==> src/rtl/strip_frame_loader.sv <==
// rtl/strip_frame_loader.sv - double-buffered LED strip frame loader with encoder handshake
module strip_frame_loader #(
  parameter int LENGTH      = 4,
  parameter int ARM_TIMEOUT = 8
) (
  input  logic                 clk,
  input  logic                 reset,
  input  logic                 pix_valid,
  output logic                 pix_ready,
  input  logic [23:0]          pix_data,
  input  logic                 pix_last,
  input  logic                 enc_busy,
  output logic [LENGTH*24-1:0] strip,
  output logic                 frame_start,
  output logic                 len_err,
  output logic [15:0]          frames_sent
);

  // arm_cnt only needs to reach ARM_TIMEOUT-1
  localparam int AW = (ARM_TIMEOUT > 1) ? $clog2(ARM_TIMEOUT) : 1;

  typedef enum logic [1:0] {
    IDLE,
    ARMED,
    BUSY
  } swap_state_t;

  logic [LENGTH*24-1:0] back_buf;
  logic [7:0]           idx;
  logic                 back_full;
  logic                 accept;
  logic                 at_end;
  logic                 early_last;
  logic                 swap;
  swap_state_t          state;
  swap_state_t          state_nxt;
  logic [AW-1:0]        arm_cnt;
  logic [AW-1:0]        arm_cnt_nxt;

  // A full back buffer blocks the stream until the swap frees it, so
  // acceptance and swap can never fall on the same edge.
  assign pix_ready  = !back_full && !reset;
  assign accept     = pix_valid && pix_ready;
  assign at_end     = (idx == 8'(LENGTH - 1));
  assign early_last = pix_last && !at_end;

  // Back-buffer fill: write the slot, zero the tail on a short frame,
  // flag a length error when pix_last and the final slot disagree.
  always_ff @(posedge clk) begin
    if (reset) begin
      back_buf  <= '0;
      idx       <= '0;
      back_full <= 1'b0;
      len_err   <= 1'b0;
    end else begin
      len_err <= 1'b0;
      if (swap) begin
        back_full <= 1'b0;
      end
      if (accept) begin
        for (int i = 0; i < LENGTH; i++) begin
          if (8'(i) == idx) begin
            back_buf[24*i +: 24] <= pix_data;
          end else if (early_last && (8'(i) > idx)) begin
            back_buf[24*i +: 24] <= '0;
          end
        end
        if (pix_last || at_end) begin
          back_full <= 1'b1;
          idx       <= '0;
          len_err   <= (pix_last != at_end);
        end else begin
          idx <= idx + 8'd1;
        end
      end
    end
  end

  // Swap FSM next-state: swap only from IDLE; ARMED waits for the encoder
  // to pick the frame up, giving up after ARM_TIMEOUT cycles.
  always_comb begin
    state_nxt   = state;
    arm_cnt_nxt = arm_cnt;
    swap        = 1'b0;
    case (state)
      IDLE: begin
        if (back_full && !enc_busy) begin
          swap        = 1'b1;
          state_nxt   = ARMED;
          arm_cnt_nxt = '0;
        end
      end
      ARMED: begin
        if (enc_busy) begin
          state_nxt = BUSY;
        end else if (arm_cnt == AW'(ARM_TIMEOUT - 1)) begin
          state_nxt = IDLE;
        end else begin
          arm_cnt_nxt = arm_cnt + AW'(1);
        end
      end
      BUSY: begin
        if (!enc_busy) begin
          state_nxt = IDLE;
        end
      end
      default: begin
        state_nxt = IDLE;
      end
    endcase
  end

  // Swap FSM state register
  always_ff @(posedge clk) begin
    if (reset) begin
      state   <= IDLE;
      arm_cnt <= '0;
    end else begin
      state   <= state_nxt;
      arm_cnt <= arm_cnt_nxt;
    end
  end

  // Front buffer, frame_start pulse and frame counter, all updated on the swap edge
  always_ff @(posedge clk) begin
    if (reset) begin
      strip       <= '0;
      frame_start <= 1'b0;
      frames_sent <= '0;
    end else begin
      frame_start <= swap;
      if (swap) begin
        strip       <= back_buf;
        frames_sent <= frames_sent + 16'd1;
      end
    end
  end

endmodule

==> config.mk <==
export PLATFORM = sky130hd
export DESIGN_NAME = strip_frame_loader
export DESIGN_NICKNAME = d
export VERILOG_FILES = /design/src/rtl/strip_frame_loader.sv
export SDC_FILE = /design/constraint.sdc
export NUM_CORES = 1
export LEC_CHECK = 0
export CELL_PAD_IN_SITES_DETAIL_PLACEMENT = 0
export CELL_PAD_IN_SITES_GLOBAL_PLACEMENT = 1
export CORE_MARGIN = 5
export CORE_UTILIZATION = 40
export DETAILED_ROUTE_END_ITERATION = 7
export DONT_BUFFER_PORTS = 1
export GPL_TIMING_DRIVEN = 0
export PLACE_DENSITY = 0.7
export RECOVER_POWER = 100
export SYNTH_ARGS = -nofsm -noshare
export SYNTH_HDL_FRONTEND = slang
export SYNTH_SLANG_ARGS = --single-unit
==> constraint.sdc <==
create_clock -name clk -period 6.1 [get_ports clk]
set_input_delay 1.22 -clock clk [delete_from_list [all_inputs] [get_ports clk]]
set_output_delay 1.22 -clock clk [all_outputs]
set_load 0.02 [all_outputs]
# After elaboration in Yosys (flattened, before gate mapping)
# Cells that the tools add are included.
# classes
add_sub_neg	3
n_lt_le_gt_ge	4
eq_ne	13
mux	23
n_bitwise	2
reduce_logical	27
# op_table
operator	count
24-bit two-way mux	8
16-bit by 1-bit adder with 16-bit output, second input constant	1
2-bit by 8-bit == test with 1-bit output, first input constant	2
1-bit by 8-bit > comparator with 1-bit output, first input constant	2
2-bit by 8-bit > comparator with 1-bit output, first input constant	2
2-bit nonzero test	5
3-bit two-way mux	3
8-bit by 1-bit adder with 8-bit output, second input constant	1
1-bit by 8-bit == test with 1-bit output, first input constant	1
8-bit by 2-bit == test with 1-bit output, second input constant	1
1-bit logical AND	8
8-bit logical NOT	1
2-bit two-way mux	4
8-bit two-way mux	1
2-bit != test, second input constant	4
2-bit AND reduction	4
2-bit one-hot mux with 3 select lines	1
3-bit one-hot mux with 2 select lines	1
1-bit two-way mux	5
1-bit logical NOT	4
4-bit AND reduction	1
3-bit by 1-bit adder with 3-bit output, second input constant	1
3-bit == test, second input constant	1
3-bit != test, second input constant	1
other kinds (8)	9
# totals
regBits	224
in_bits	29

# Logic depth before layout (Yosys ltp)
# depth
depth_word	7
depth_mapped	10

# Least setup slack after synthesis
# OpenSTA, ideal clock, no wires.
# synth_timing
path_kind	input-to-output
startpoint	in reset
endpoint	out pix_ready
arrival_ps	1741
path_slack_ps	3139
path_stages	2
n_path_buf	1
path_cell_list	clkbuf_1 -> nor2_1
# synth_via
elab_chain_len	2
# synth_lines
element	line_no	rtl
from (decl)	7	input logic reset,
1-bit logical NOT	42	assign pix_ready = !back_full && !reset;
1-bit logical AND	42	
to (decl)	9	output logic pix_ready,
# Every way passes these cells.

# Worst setup path in the final report
# layout_timing
startpoint	reg idx[3]
endpoint	reg back_buf[77]
# layout_via
elab_chain_len	6
word_cells_on_any_way	9
classes_between	1 x order compare; 2 x eq/ne; 1 x mux; 5 x reduce/logical
# layout_lines
element	line_no	rtl
from (decl)	29	logic [7:0] idx;
from (signal assigned)	73	idx <= idx + 8'd1;
branches (longest 6 deep; another with 2-bit by 8-bit > comparator with 1-bit output)	-	
to (signal, indexed assignment)	63	back_buf[24*i +: 24] <= pix_data;
to (decl)	28	logic [LENGTH*24-1:0] back_buf;
# Parallel ways; which one is timed is not known.
# A chain may end at the register's enable or synchronous reset.

==> run metrics <==
status finished clean; layout cells sized above 1 0.06270; Post-DP HPWL 16180 µm; clk root buf clkbuf_16; setup TNS 0 ns; Worst-Margin Slew 1.096 ns; Yosys cell types 49; Synth area leader dfxtp_1; Initial DRT Pass Iterations 7; part of the cycle the worst path needs 0.5723; critical path cell sequence or4_1, nor2_1, nand2_1, ha_1, or2_2, a31oi_1, clkbuf_1, a22o_1; chip width 151.0 µm; worst reg-to-reg path cell count 8; vias in the first global route 6017; Max-cap violations 0; Avg Cell Area, Syn 8.871 µm²; Worst VDD drop 0.1718 mV; first-pass GRT wire length 35360 µm; critical path class register to register; startpoint types register; Achievable Freq 0.2865 GHz; pin count of the biggest net entering global routing 14; IO Port Bufs 0; Initial DRC Count 303; Int Power 0.002460 W; met1 Resource Use GR 0.2666; Vias/cell 5.118; Final setup viols 0; initial antenna violation count 0; Slowest cell on crit path a31oi_1; synthesis-stage register bit count 224; crit path capture type register; Gate Count Post-Synth 897; worst reg2reg startpoint idx[3]; Worst Path Arrival 3.94 ns; Endpoint, Worst Hold strip[40]; Hold Path Origin back_buf[40]; H-Tree Depth 1; num rows 51; Final Skew 0.007413 ns; hold violation count in the final report 0; global router's overall resource usage 0.1980; TritonCTS clock tree yes; register area share after synthesis 0.5635; Async SR Flop Fraction 0; total number of vias 6172; Clock Latency Late Sink 0.51 ns; Seq pwr share 0.474; max incr delay on CP 0.82 ns; antenna viol nets, final 0; Post-Syn Nets 935; # DRC 0; clk sinks 224; Sw Share 0.2163; crit-path max FO 10; Final min period 3.491 ns; Post-Syn Area 7958 µm²; PostCTS Resize Cnt 0; Die Area 22810 µm²; Switch Pwr 0.0006790 W; Comb pwr share 0.035; Area Growth Syn to Fin 14.80%; leakage dissipation 3.188 nW; Post-synth top flop dfxtp_1; diode count 0; setup bufs post-CTS 0; number of synthesized flops with an enable pin 0; Die H 151.0 µm; Core ar. 19530 µm²; total routed wirelength 22550 µm; R2R setup slack 2.61 ns; unrepaired setup endpoints after global routing false; worst min path class register to register; Final Total Pwr 0.003139 W; Pwr Density 343.7 nW/µm²; Bufs on Longest Clock Path 3; post-synth top area share 0.5635; synth cell count leaders nand2_1 (251), dfxtp_1 (224), a21oi_1 (126), nor2_1 (55), clkbuf_1 (52); global route total overflow 0; Ports 144; busiest grt layer met2; WP buf/inv 1; worst flop-to-flop path endpoint back_buf[77]; Worst-path clk slew 0.06 ns; gpl congestion 0.8064; routed wire length per instance 18.69 µm; met2 usage 0.3090; hold depth 2; Yosys warning count 0; CP Data Required Time 6.55 ns; clock power share 0.491; starting density of the core 0.4075; fin nets 961; top area cells in the synthesized netlist dfxtp_1 (56%), nand2_1 (12%), a21oi_1 (7.9%), a22o_1 (5.3%), nor2_1 (2.6%); GR Layer Usage met3 0.06762; Slew Limit Fails 0; Rel. slew slack 0.2658; hold_buf cts 0; Top delay family on crit path simple AND/OR/NAND/NOR gates; TritonCTS Buffers 24; leading cell type by number of instances after synthesis nand2_1; stages on the worst setup path 8
## worst register-to-register path: stages (launching register included)
cell      delay, ns
dfxtp_1        0.34
or4_1          0.69
nor2_1         0.23
nand2_1        0.14
ha_1           0.26
or2_2          0.28
a31oi_1        0.82
clkbuf_1       0.46
a22o_1         0.22
## stage by stage
| step | util | setup slack (ns) | std cells | cell area [µm²] | hold WS, ns |
|---|---|---|---|---|---|
| finish | 0.4678 | 2.609 | 1206 | 9135 | 0.4504 |
| global route | 0.4678 | 2.434 | 1206 | 9135 | 0.4678 |
| CTS | 0.4683 | 2.779 | 1206 | 9145 | 0.4533 |
| detailed placement | 0.4245 | 2.354 | 1162 | 8289 | 0.4440 |
| global placement | 0.4245 | 2.380 | 1162 | 8289 | 0.4403 |
| floorplan | - | 3.139 | 897 | 7958 | 0.4316 |
## power by group through the flow
| stage | logic, W | clock network (W) | registers [W] |
|---|---|---|---|
| 2_1_floorplan | 0.0000740 | 0 | 0.00152 |
| 3_3_place_gp | 0.000112 | 0 | 0.00152 |
| 3_5_place_dp | 0.000112 | 0 | 0.00152 |
| 4_1_cts | 0.000113 | 0.00158 | 0.00149 |
| 5_1_grt | 0.000124 | 0.00165 | 0.00149 |
| 6_report | 0.000110 | 0.00154 | 0.00149 |
## registers in the layout, summed over array words and instances, names as in the netlist, 2 cells and up
name	flops
idx	8
arm_cnt	3
frames_sent	16
strip	96
state	2
back_buf	96
## final cells by class
type | count | area [µm²]
fillers | 1972 | 10390
flip-flops and latches | 224 | 4484
multi-input cells | 604 | 3176
clock buffers | 35 | 733.2
well taps | 265 | 331.6
plain buffers | 62 | 261.5
clock inverters | 9 | 122.6
inverters | 7 | 26.28
## per-layer routing
layer,wire length (µm),share of wire,up-vias
met1,9956,0.44,2915
met2,10200,0.45,159
met3,2039,0.090,25
met4,351,0.016,0
li1,-,-,3073
met5,0,0,-
## cells in the final DEF, fill, tap and decap left out, types with 3 or more instances in the layout
master / Yosys / layout
a22o_1: 48 / 48
mux2i_1: 3 / 3
nand2_1: 251 / 251
nand3_1: 10 / 10
a22oi_1: 25 / 25
nor2b_1: 7 / 7
nor2_1: 55 / 55
bufinv_16: 0 / 3
ha_1: 9 / 9
clkbuf_16: 0 / 25
clkinv_2: 0 / 5
clkbuf_1: 52 / 56
nor3_1: 5 / 5
xor2_1: 5 / 5
buf_2: 4 / 4
and2_1: 4 / 3
nand4_1: 4 / 4
a21oi_1: 126 / 126
xnor2_1: 10 / 10
inv_1: 7 / 7
clkbuf_8: 0 / 7
or4_1: 3 / 4
dfxtp_1: 224 / 224
## worst max path at each step
stage | startpoint | end
final | idx[3] | back_buf[77]
after global placement | reset | back_buf[75]
after detailed placement | reset | back_buf[81]
after floorplan | reset | pix_ready
after global routing | idx[3] | back_buf[77]
after CTS | idx[3] | back_buf[77]
## cell families (layout without fill, tap and decap cells)
family / Yosys count / count (layout) / share of synthesized area
and+or+nand+nor: 365 / 365 / 0.1973
DFF: 224 / 224 / 0.5635
AOI/OAI and AO/OA: 208 / 208 / 0.1629
buffers and inverters: 69 / 113 / 0.03616
xor gates and xnor gates: 15 / 15 / 0.01651
adders and majority gates: 9 / 9 / 0.01415
muxes: 7 / 7 / 0.009434
Power figures use the tool's default switching activity.
